## src/rtl/riscv_ctrl_pkg.sv

```systemverilog
// Shared constants for the RV32I multi-cycle control path: opcodes, sequencer states and
// PC source encodings.
package riscv_ctrl_pkg;

  localparam logic [6:0] OP_RTYPE  = 7'b0110011;
  localparam logic [6:0] OP_ITYPE  = 7'b0010011;
  localparam logic [6:0] OP_LOAD   = 7'b0000011;
  localparam logic [6:0] OP_STORE  = 7'b0100011;
  localparam logic [6:0] OP_BRANCH = 7'b1100011;
  localparam logic [6:0] OP_JAL    = 7'b1101111;
  localparam logic [6:0] OP_JALR   = 7'b1100111;

  typedef enum logic [2:0] {
    StIdle   = 3'd0,
    StFetch  = 3'd1,
    StDecode = 3'd2,
    StExec   = 3'd3,
    StMem    = 3'd4,
    StWb     = 3'd5,
    StErr    = 3'd6,
    StTrap   = 3'd7
  } state_e;

  localparam logic [1:0] PC_SEL_PLUS4 = 2'b00;
  localparam logic [1:0] PC_SEL_REL   = 2'b01;
  localparam logic [1:0] PC_SEL_JALR  = 2'b10;
  localparam logic [1:0] PC_SEL_TRAP  = 2'b11;

  function automatic logic is_legal(input logic [6:0] op);
    return op inside {OP_RTYPE, OP_ITYPE, OP_LOAD, OP_STORE, OP_BRANCH, OP_JAL, OP_JALR};
  endfunction

endpackage

```

## src/rtl/mem_timeout_ctr.sv

```systemverilog
// Wait-cycle counter shared by the fetch and data-memory phases; flags the cycle in which
// the wait would reach the limit.
module mem_timeout_ctr #(
  parameter int unsigned Width = 8
) (
  input  logic             clk,
  input  logic             rst,
  input  logic             clear,
  input  logic             enable,
  input  logic [Width-1:0] limit,
  output logic             expired
);

  logic [Width-1:0] cnt_q;

  always_ff @(posedge clk) begin
    if (rst || clear) begin
      cnt_q <= '0;
    end else if (enable) begin
      cnt_q <= cnt_q + 1'b1;
    end
  end

  // A zero limit disables the timeout entirely.
  assign expired = enable && (limit != '0) && (cnt_q == limit - 1'b1);

endmodule

```

## src/rtl/multicycle_sequencer.sv

```systemverilog
// Multi-cycle RV32I control sequencer with retire counter and sticky memory timeout.
// Define ILLEGAL_TRAP_EN to send illegal opcodes through a one-cycle trap state.
module multicycle_sequencer
  import riscv_ctrl_pkg::*;
#(
  parameter int unsigned TIMEOUT_CYCLES = 255,
  parameter int unsigned RETIRE_W       = 32
) (
  input  logic                clk,
  input  logic                rst,
  input  logic                run_en,
  input  logic [6:0]          opcode,
  input  logic                branch_cond,
  output logic                imem_req,
  input  logic                imem_ready,
  output logic                dmem_req,
  output logic                dmem_we,
  input  logic                dmem_ready,
  output logic                ir_we,
  output logic                pc_we,
  output logic [1:0]          pc_sel,
  output logic                rf_we,
  output logic [2:0]          state,
  output logic [RETIRE_W-1:0] instret,
  output logic                bus_err,
  output logic                halted
);

  localparam int unsigned CntW = (TIMEOUT_CYCLES < 2) ? 1 : $clog2(TIMEOUT_CYCLES + 1);
  localparam logic [CntW-1:0] Limit = CntW'(TIMEOUT_CYCLES);

  state_e              state_q, state_d;
  logic [RETIRE_W-1:0] instret_q;
  logic                bus_err_q;
  logic                retire;
  logic                wait_en;
  logic                wait_clear;
  logic                expired;

  // Kept outside the FSM block so the expiry path has no combinational loop.
  assign wait_en = ((state_q == StFetch) && !imem_ready) || ((state_q == StMem) && !dmem_ready);
  assign wait_clear = (state_d != state_q) && ((state_d == StFetch) || (state_d == StMem));

  mem_timeout_ctr #(
    .Width (CntW)
  ) u_timeout (
    .clk     (clk),
    .rst     (rst),
    .clear   (wait_clear),
    .enable  (wait_en),
    .limit   (Limit),
    .expired (expired)
  );

  always_ff @(posedge clk) begin
    if (rst) begin
      state_q   <= StIdle;
      instret_q <= '0;
      bus_err_q <= 1'b0;
    end else begin
      state_q <= state_d;
      if (retire) instret_q <= instret_q + 1'b1;
      if (state_d == StErr) bus_err_q <= 1'b1;
    end
  end

  always_comb begin
    state_d  = state_q;
    imem_req = 1'b0;
    dmem_req = 1'b0;
    dmem_we  = 1'b0;
    ir_we    = 1'b0;
    pc_we    = 1'b0;
    pc_sel   = PC_SEL_PLUS4;
    rf_we    = 1'b0;
    retire   = 1'b0;

    unique case (state_q)
      StIdle: begin
        if (run_en) state_d = StFetch;
      end
      StFetch: begin
        imem_req = 1'b1;
        if (imem_ready) begin
          ir_we   = 1'b1;
          state_d = StDecode;
        end else if (expired) begin
          state_d = StErr;
        end
      end
      StDecode: begin
        if (is_legal(opcode)) begin
          state_d = StExec;
        end else begin
`ifdef ILLEGAL_TRAP_EN
          state_d = StTrap;
`else
          state_d = StWb;
`endif
        end
      end
      StExec: begin
        if ((opcode == OP_LOAD) || (opcode == OP_STORE)) begin
          state_d = StMem;
        end else if (opcode == OP_BRANCH) begin
          pc_we  = 1'b1;
          pc_sel = branch_cond ? PC_SEL_REL : PC_SEL_PLUS4;
          retire = 1'b1;
        end else begin
          state_d = StWb;
        end
      end
      StMem: begin
        dmem_req = 1'b1;
        dmem_we  = (opcode == OP_STORE);
        if (dmem_ready) begin
          if (opcode == OP_STORE) begin
            pc_we  = 1'b1;
            retire = 1'b1;
          end else begin
            state_d = StWb;
          end
        end else if (expired) begin
          state_d = StErr;
        end
      end
      StWb: begin
        pc_we  = 1'b1;
        rf_we  = is_legal(opcode);  // illegal opcodes retire as a NOP
        retire = 1'b1;
        if (opcode == OP_JAL) begin
          pc_sel = PC_SEL_REL;
        end else if (opcode == OP_JALR) begin
          pc_sel = PC_SEL_JALR;
        end
      end
      StErr: begin
        state_d = StErr;
      end
      StTrap: begin
`ifdef ILLEGAL_TRAP_EN
        pc_we   = 1'b1;
        pc_sel  = PC_SEL_TRAP;
        state_d = run_en ? StFetch : StIdle;
`else
        state_d = StIdle;
`endif
      end
    endcase

    if (retire) state_d = run_en ? StFetch : StIdle;

    // Reset aborts the instruction: no architectural update in the reset cycle.
    if (rst) begin
      imem_req = 1'b0;
      dmem_req = 1'b0;
      dmem_we  = 1'b0;
      ir_we    = 1'b0;
      pc_we    = 1'b0;
      pc_sel   = PC_SEL_PLUS4;
      rf_we    = 1'b0;
      retire   = 1'b0;
    end
  end

  assign state   = state_q;
  assign instret = instret_q;
  assign bus_err = bus_err_q;
  assign halted  = (state_q == StIdle) || (state_q == StErr);

endmodule
```

## config.mk

```make
export PLATFORM = sky130hd
export DESIGN_NAME = multicycle_sequencer
export DESIGN_NICKNAME = d
export VERILOG_FILES = /design/src/rtl/riscv_ctrl_pkg.sv /design/src/rtl/mem_timeout_ctr.sv /design/src/rtl/multicycle_sequencer.sv
export SDC_FILE = /design/constraint.sdc
export NUM_CORES = 1
export LEC_CHECK = 0
export BUFFER_PORTS_ARGS = -buffer_cell sky130_fd_sc_hd__buf_2
export CAP_MARGIN = 20
export CORE_ASPECT_RATIO = 0.8
export CORE_MARGIN = 1.5
export CORE_UTILIZATION = 35
export CTS_CLUSTER_DIAMETER = 200
export CTS_CLUSTER_SIZE = 20
export DETAILED_ROUTE_END_ITERATION = 6
export PLACE_DENSITY = 0.61
export SLEW_MARGIN = 0
export SYNTH_ARGS = -nofsm -noshare
export SYNTH_HDL_FRONTEND = slang
export SYNTH_SLANG_ARGS = --single-unit
```

## constraint.sdc

```tcl
create_clock -name clk -period 2.55 [get_ports clk]
set_clock_uncertainty 0.15 [all_clocks]
set_input_delay 0.51 -clock clk [delete_from_list [all_inputs] [get_ports clk]]
set_output_delay 0.51 -clock clk [all_outputs]
set_load 0.03 [all_outputs]
```

==> results.toml, run 1 <==
[finish]
final_nets = 390
area_growth_pct = 27.52
drive_above_1_share = 0.3173
diodes = 0

[worst_setup_path]
path_class = "flop to output pin"
path_depth = 6
cp.arrival_ns = 1.78
crit_start = "state[2]"
crit_path_end_kind = "output pin"
crit_chain = "buf_6, nand3b_1, mux2_4, o22ai_4, and2_1, buf_2"
r2r_cells = 7
worstPathRequired_ns = 1.89
crit_path_max_incr_delay_ns = 0.35
cp_num_buf_inv = 2
reg2reg_from = "state[1]"
crit_fanout = 13
path_delay_family = "flip-flops"
cp-endpoint = "pc_we"
crit_slowest_cell = "dfxtp_1"
reg2reg_to = "instret[18]"
reg2reg_slack_ns = 0.28
crit_path_start_kind = "flop"

[routing]
wl_per_cell_um = 12.86
avgViaCountPerCell = 5.045
initialDrtViolationCount = 89
drc = 0
vias = 2331
first_pass_iters = 4
routed_wl_mm = 5.943
ant_nets = 0

[synthesis]
syn_area_um2 = 2505
syn_nets = 310
synth_most_common_cell = "dfxtp_1"
synth_cells = 294
synth_edf_count = 0
async_flop_share = 0
yosysTopAreaCell = "dfxtp_1"
ys.flop_type = "dfxtp_1"
ys_ff_latch = 44
yosysWarnings = 0
ys_types = 58
seq_area_frac_synth = 0.3516
synth.area.top_cells = "dfxtp_1 (35%), xnor2_1 (8.4%), nor2_1 (5.8%)"
yosys-top-cells-count = "dfxtp_1 (44), nor2_1 (39), xnor2_1 (24)"
synthDominantCellAreaShare = 0.3516
avgSynthCellArea_um2 = 8.520

[power_and_ir_drop]
total_power_mw = 1.420
switching_share = 0.2503
combPwrFrac = 0.142
p_per_area_nw_per_um2 = 444.5
p_leak_nw = 1.237
power.share.clock = 0.366
ir_drop_mv = 0.2162
p_sw_mw = 0.3554
power.internal_mw = 1.064
pwr-share-seq = 0.493

[place]
gp_congestion = 0.9103
io_buffer_count = 57
dp_hpwl_mm = 4.476
place_ws_ns = 0.01918

[clock_tree]
clkTransAtPathRegs_ns = 0.08
cts-resized-gates = 0
cts_made_buffers = 5
cts_buffer_depth = 2
h-tree-depth = 2
cts_hold_buf = 0
post_cts.repair.setup_buffers = 0
cts_tree = "done"
cts-root-buf = "clkbuf_8"
numClockSinks = 44
clk_latency_ns = 0.29

[timing]
worst_slack_ns = 0.1129
slew_headroom = 0.4952
worstMarginPinSlew_ns = 0.7527
hold_viol = 0
fin_hold_ws_ns = 0.3319
slew_viol_final = 0
finalCritPeriodShare = 0.9557
min_period_ns = 2.437
finalSetupViolCount = 0
max_freq_mhz = 410.3
rsz0062_at_grt = "false"

[grt]
grt_usage = 0.1562
grt_start_max_net_pins = 26
antenna_found_initial = 0
grt_pass1_wl_mm = 9.887
overflow = 0
grt_pass1_vias = 2078

[job]
cap_violations = 0

[floorplanning]
die_area_um2 = 7677
core_area_um2 = 6892
start_util = 0.3635
io_pins = 58
dieHeight_um = 78.67
num_rows = 27
die_w_um = 97.59

[run_status]
outcome = "finished, final reports clean"

[hold_path]
hold_path_class = "flop to flop"
-- routing by layer --
| layer | vias up | track usage | part of all wire |
|---|---|---|---|
| li1 | 1198 | - | - |
| met1 | 1069 | 0.2377 | 0.53 |
| met2 | 60 | 0.2215 | 0.41 |
| met3 | 4 | 0.02939 | 0.054 |
| met4 | 0 | 0.04286 | 0.0067 |
| met5 | - | 0 | 0 |
-- registers in the layout, summed over array words and instances (netlist names) --
signal           cells
bus_err              1
u_timeout.cnt_q      8
instret             32
state                3
-- cells by family (layout without fill, tap and decap cells) --
group,Yosys count,count (layout),share of synthesized area
adders and majority gates,3,3,0.01499
and+or+nand+nor,141,141,0.3277
xor gates and xnor gates,31,31,0.1084
DFF,44,44,0.3516
buffers and inverters,25,106,0.04645
AOI/OAI and AO/OA,47,47,0.1364
muxes,3,3,0.01448
-- stage by stage --
step	cells	utilization	TNS (ns)	instance area, um^2
3_5_place_dp	454	0.4457	0	3072
6_report	462	0.4635	0	3194
2_1_floorplan	294	-	-0.05931	2535
5_1_grt	462	0.4635	0	3194
4_1_cts	462	0.4613	0	3179
3_3_place_gp	454	0.4457	0	3072
-- how the worst min path moves through the flow --
stage | from | to | slack [ns] | depth (start not counted)
global route | instret[31] | instret[31] | 0.38 | 2
CTS | bus_err | bus_err | 0.34 | 2
floorplan | u_timeout.cnt_q[5] | u_timeout.cnt_q[5] | 0.35 | 2
global placement | bus_err | bus_err | 0.31 | 2
finish | bus_err | bus_err | 0.33 | 2
detailed placement | bus_err | bus_err | 0.32 | 2
-- cell usage in the layout (no fill, tap or decap), types with 8 or more instances in the layout --
| master | synthesis | layout |
|---|---|---|
| a21oi_1 | 19 | 19 |
| buf_2 | 2 | 56 |
| buf_4 | 1 | 28 |
| dfxtp_1 | 44 | 43 |
| inv_1 | 12 | 12 |
| nand2_1 | 22 | 22 |
| nand3_1 | 10 | 9 |
| nor2_1 | 39 | 38 |
| nor3_1 | 15 | 14 |
| o21ai_0 | 9 | 9 |
| or3_1 | 8 | 8 |
| xnor2_1 | 24 | 24 |
-- worst reg2reg max path, delay by kind of cell, from the launching register on --
kind                      cells  cell delay [ns]
AOI/OAI and AO/OA             1             0.68
and+or+nand+nor               4             0.58
xor gates and xnor gates      1             0.14
buffers and inverters         1             0.27
DFF                           1             0.36
-- power by group through the flow --
stage | Combinational [mW] | Clock (mW) | Sequential (mW)
2_1_floorplan | 0.115 | 0 | 0.726
3_5_place_dp | 0.198 | 0 | 0.715
5_1_grt | 0.219 | 0.571 | 0.701
4_1_cts | 0.199 | 0.538 | 0.699
3_3_place_gp | 0.197 | 0 | 0.715
6_report | 0.201 | 0.519 | 0.699
-- cell type report --
type / instances / area, um^2
clock buffers: 6 / 72.57
clock inverters: 2 / 35.03
fillers: 701 / 3697
inverters: 13 / 48.80
multi-input cells: 225 / 1545
flip-flops and latches: 44 / 882.1
well taps: 87 / 108.9
repair buffers: 85 / 501.7
Power figures use the tool's default switching activity.
==> inputs of run 2 (changes only) <==
- PLACE_DENSITY: 0.61 -> 0.6
- SYNTH_HIERARCHICAL: not set -> 1
==> run 2 against run 1 <==
The run now ends with negative setup slack left. First-iteration DRC count is 19% higher. Non-clock buffer count is 17 higher. Routed wire length is 26% higher. Register-to-register slack worse by 0.48 ns. Flip-flop and latch count stayed put. Total power is 1.1% lower. Final cell count is 23% higher. Maximum frequency is 11% lower. Combinational power is 18% higher.
==> results.toml, run 2 <==
[grt]
grt_usage = 0.1805
grt_pass1_wl_mm = 11.99
grt_pass1_vias = 2515
overflow = 0
antenna_found_initial = 0
grt_start_max_net_pins = 21

[worst_setup_path]
crit_start = "state[2]"
crit_path_end_kind = "flop"
crit_chain = "or3b_4, o22ai_4, nand4_1, nor4_2, nand2_1, or4_1, o211ai_1, o211a_1, a211oi_1, or2_4, a21oi_1"
reg2reg_from = "state[2]"
crit_fanout = 8
worstPathRequired_ns = 2.63
path_class = "flop to flop"
crit_path_max_incr_delay_ns = 0.41
reg2reg_slack_ns = -0.20
reg2reg_to = "u_timeout/cnt_q[7]"
crit_slowest_cell = "or3b_4"
r2r_cells = 11
cp.arrival_ns = 2.83
crit_path_start_kind = "flop"
cp-endpoint = "u_timeout/cnt_q[7]"

[job]
cap_violations = 0

[synthesis]
yosysWarnings = 6
synth_most_common_cell = "nor2_1"
synth.area.top_cells = "dfxtp_1 (32%), xnor2_1 (7.0%), nor2_1 (6.4%)"
yosys-top-cells-count = "nor2_1 (47), dfxtp_1 (44), xnor2_1 (22)"
synth_edf_count = 0
ys_ff_latch = 44
seq_area_frac_synth = 0.3178
ys_types = 59
avgSynthCellArea_um2 = 8.175
ys.flop_type = "dfxtp_1"
yosysTopAreaCell = "dfxtp_1"
synth_cells = 339
synthDominantCellAreaShare = 0.3178
async_flop_share = 0
syn_area_um2 = 2771

[timing]
slew_headroom = 0.6638
totalNegativeSetupSlack_ns = -1.539
rsz0062_at_grt = "true"
worstMarginPinSlew_ns = 0.4916
hold_viol = 0
finalSetupViolCount = 9
finalCritPeriodShare = 1.077
slew_viol_final = 0
max_freq_mhz = 364.2
worst_slack_ns = -0.1961
fin_hold_ws_ns = 0.3220
min_period_ns = 2.746

[routing]
drc = 0
routed_wl_mm = 7.484
vias = 2835
avgViaCountPerCell = 5.000
ant_nets = 0
wl_per_cell_um = 13.20
initialDrtViolationCount = 106
first_pass_iters = 4

[clock_tree]
h-tree-depth = 2
clk_latency_ns = 0.30
cts-root-buf = "clkbuf_8"
numClockSinks = 44
cts_tree = "done"
cts_made_buffers = 5
cts_hold_buf = 0
cts_buffer_depth = 2
clkTransAtPathRegs_ns = 0.09

[place]
io_buffer_count = 57
dp_hpwl_mm = 5.635
gp_congestion = 0.7713
placed_area_um2 = 3547

[finish]
final_nets = 477
fin_util = 0.4932
layout_commonest_cell = "buf_2"
drive_above_1_share = 0.3117
fin_area_um2 = 3715
regArea_um2 = 889.6
largest_register_ffs = 32
multi_input_area_um2 = 1933
layout_common_cells = "buf_2 (56), nor2_1 (47), buf_4 (45), dfxtp_1 (41), conb_1 (28)"
fillers = 773
diodes = 0
area_growth_pct = 34.04

[power_and_ir_drop]
p_leak_nw = 1.570
p_per_area_nw_per_um2 = 377.8
ir_drop_mv = 0.2223

[run_status]
outcome = "finished with violations"
violations = "negative setup slack"

[floorplanning]
dieHeight_um = 82.59
die_w_um = 102.5
num_rows = 28
start_util = 0.3679
core_area_um2 = 7532
io_pins = 58
die_area_um2 = 8465

[hold_path]
hold_path_class = "flop to flop"
[run 2: how the worst min path moves through the flow]
stage | depth (start not counted) | slack (ns) | end | from
finish | 2 | 0.32 | bus_err | bus_err
global placement | 2 | 0.31 | bus_err | bus_err
detailed placement | 2 | 0.31 | bus_err | bus_err
CTS | 2 | 0.33 | bus_err | bus_err
global route | 2 | 0.34 | bus_err | bus_err
floorplan | 2 | 0.32 | u_timeout/cnt_q[7] | u_timeout/cnt_q[7]
[run 2: layout make-up]
cell class              count  share of cell area
clock buffers               7             0.02324
inverters                  10             0.01010
flip-flops and latches     44              0.2395
repair buffers            102              0.1694
well taps                 105             0.03537
clock inverters             1            0.002021
multi-input cells         298              0.5204
[run 2: power breakdown]
part           internal, mW  switching [mW]
combinational         0.107           0.131
clock                 0.221           0.249
sequential            0.692         0.00423
[run 2: routing by layer]
layer  vias to the layer above  track usage  part of all wire
met3                         6      0.03367             0.039
met2                        55       0.2901              0.44
li1                       1457            -                 -
met4                         0      0.03699            0.0047
met1                      1317       0.2527              0.52
met5                         -            0                 0
[run 2: what timing repair did]
item	CTS	global route
buffers inserted	5	2
resized for setup	2	7
cloned	0	0
pin swaps	1	5
setup endpoints to repair	8	20
[run 2: cells by family after synthesis]
kind of cell / synth area share
and+or+nand+nor: 0.3395
AOI/OAI and AO/OA: 0.1670
DFF: 0.3178
xor gates and xnor gates: 0.09481
buffers and inverters: 0.03386
muxes: 0.03206
adders and majority gates: 0.01355
other: 0.001353
[run 2: worst max-delay path, delay by kind of cell (launching register included)]
family | cells | cell delay (ns)
compound gates | 5 | 0.67
simple gates | 6 | 1.50
flops | 1 | 0.35
[run 2: through the flow]
stage	worst slack, ns	total power, mW	cells
2_1_floorplan	-0.4756	0.8572	366
3_3_place_gp	-0.2008	0.9270	554
3_5_place_dp	-0.2258	0.9291	554
4_1_cts	-0.1754	1.411	567
5_1_grt	-0.3375	1.474	567
6_report	-0.1961	1.404	567
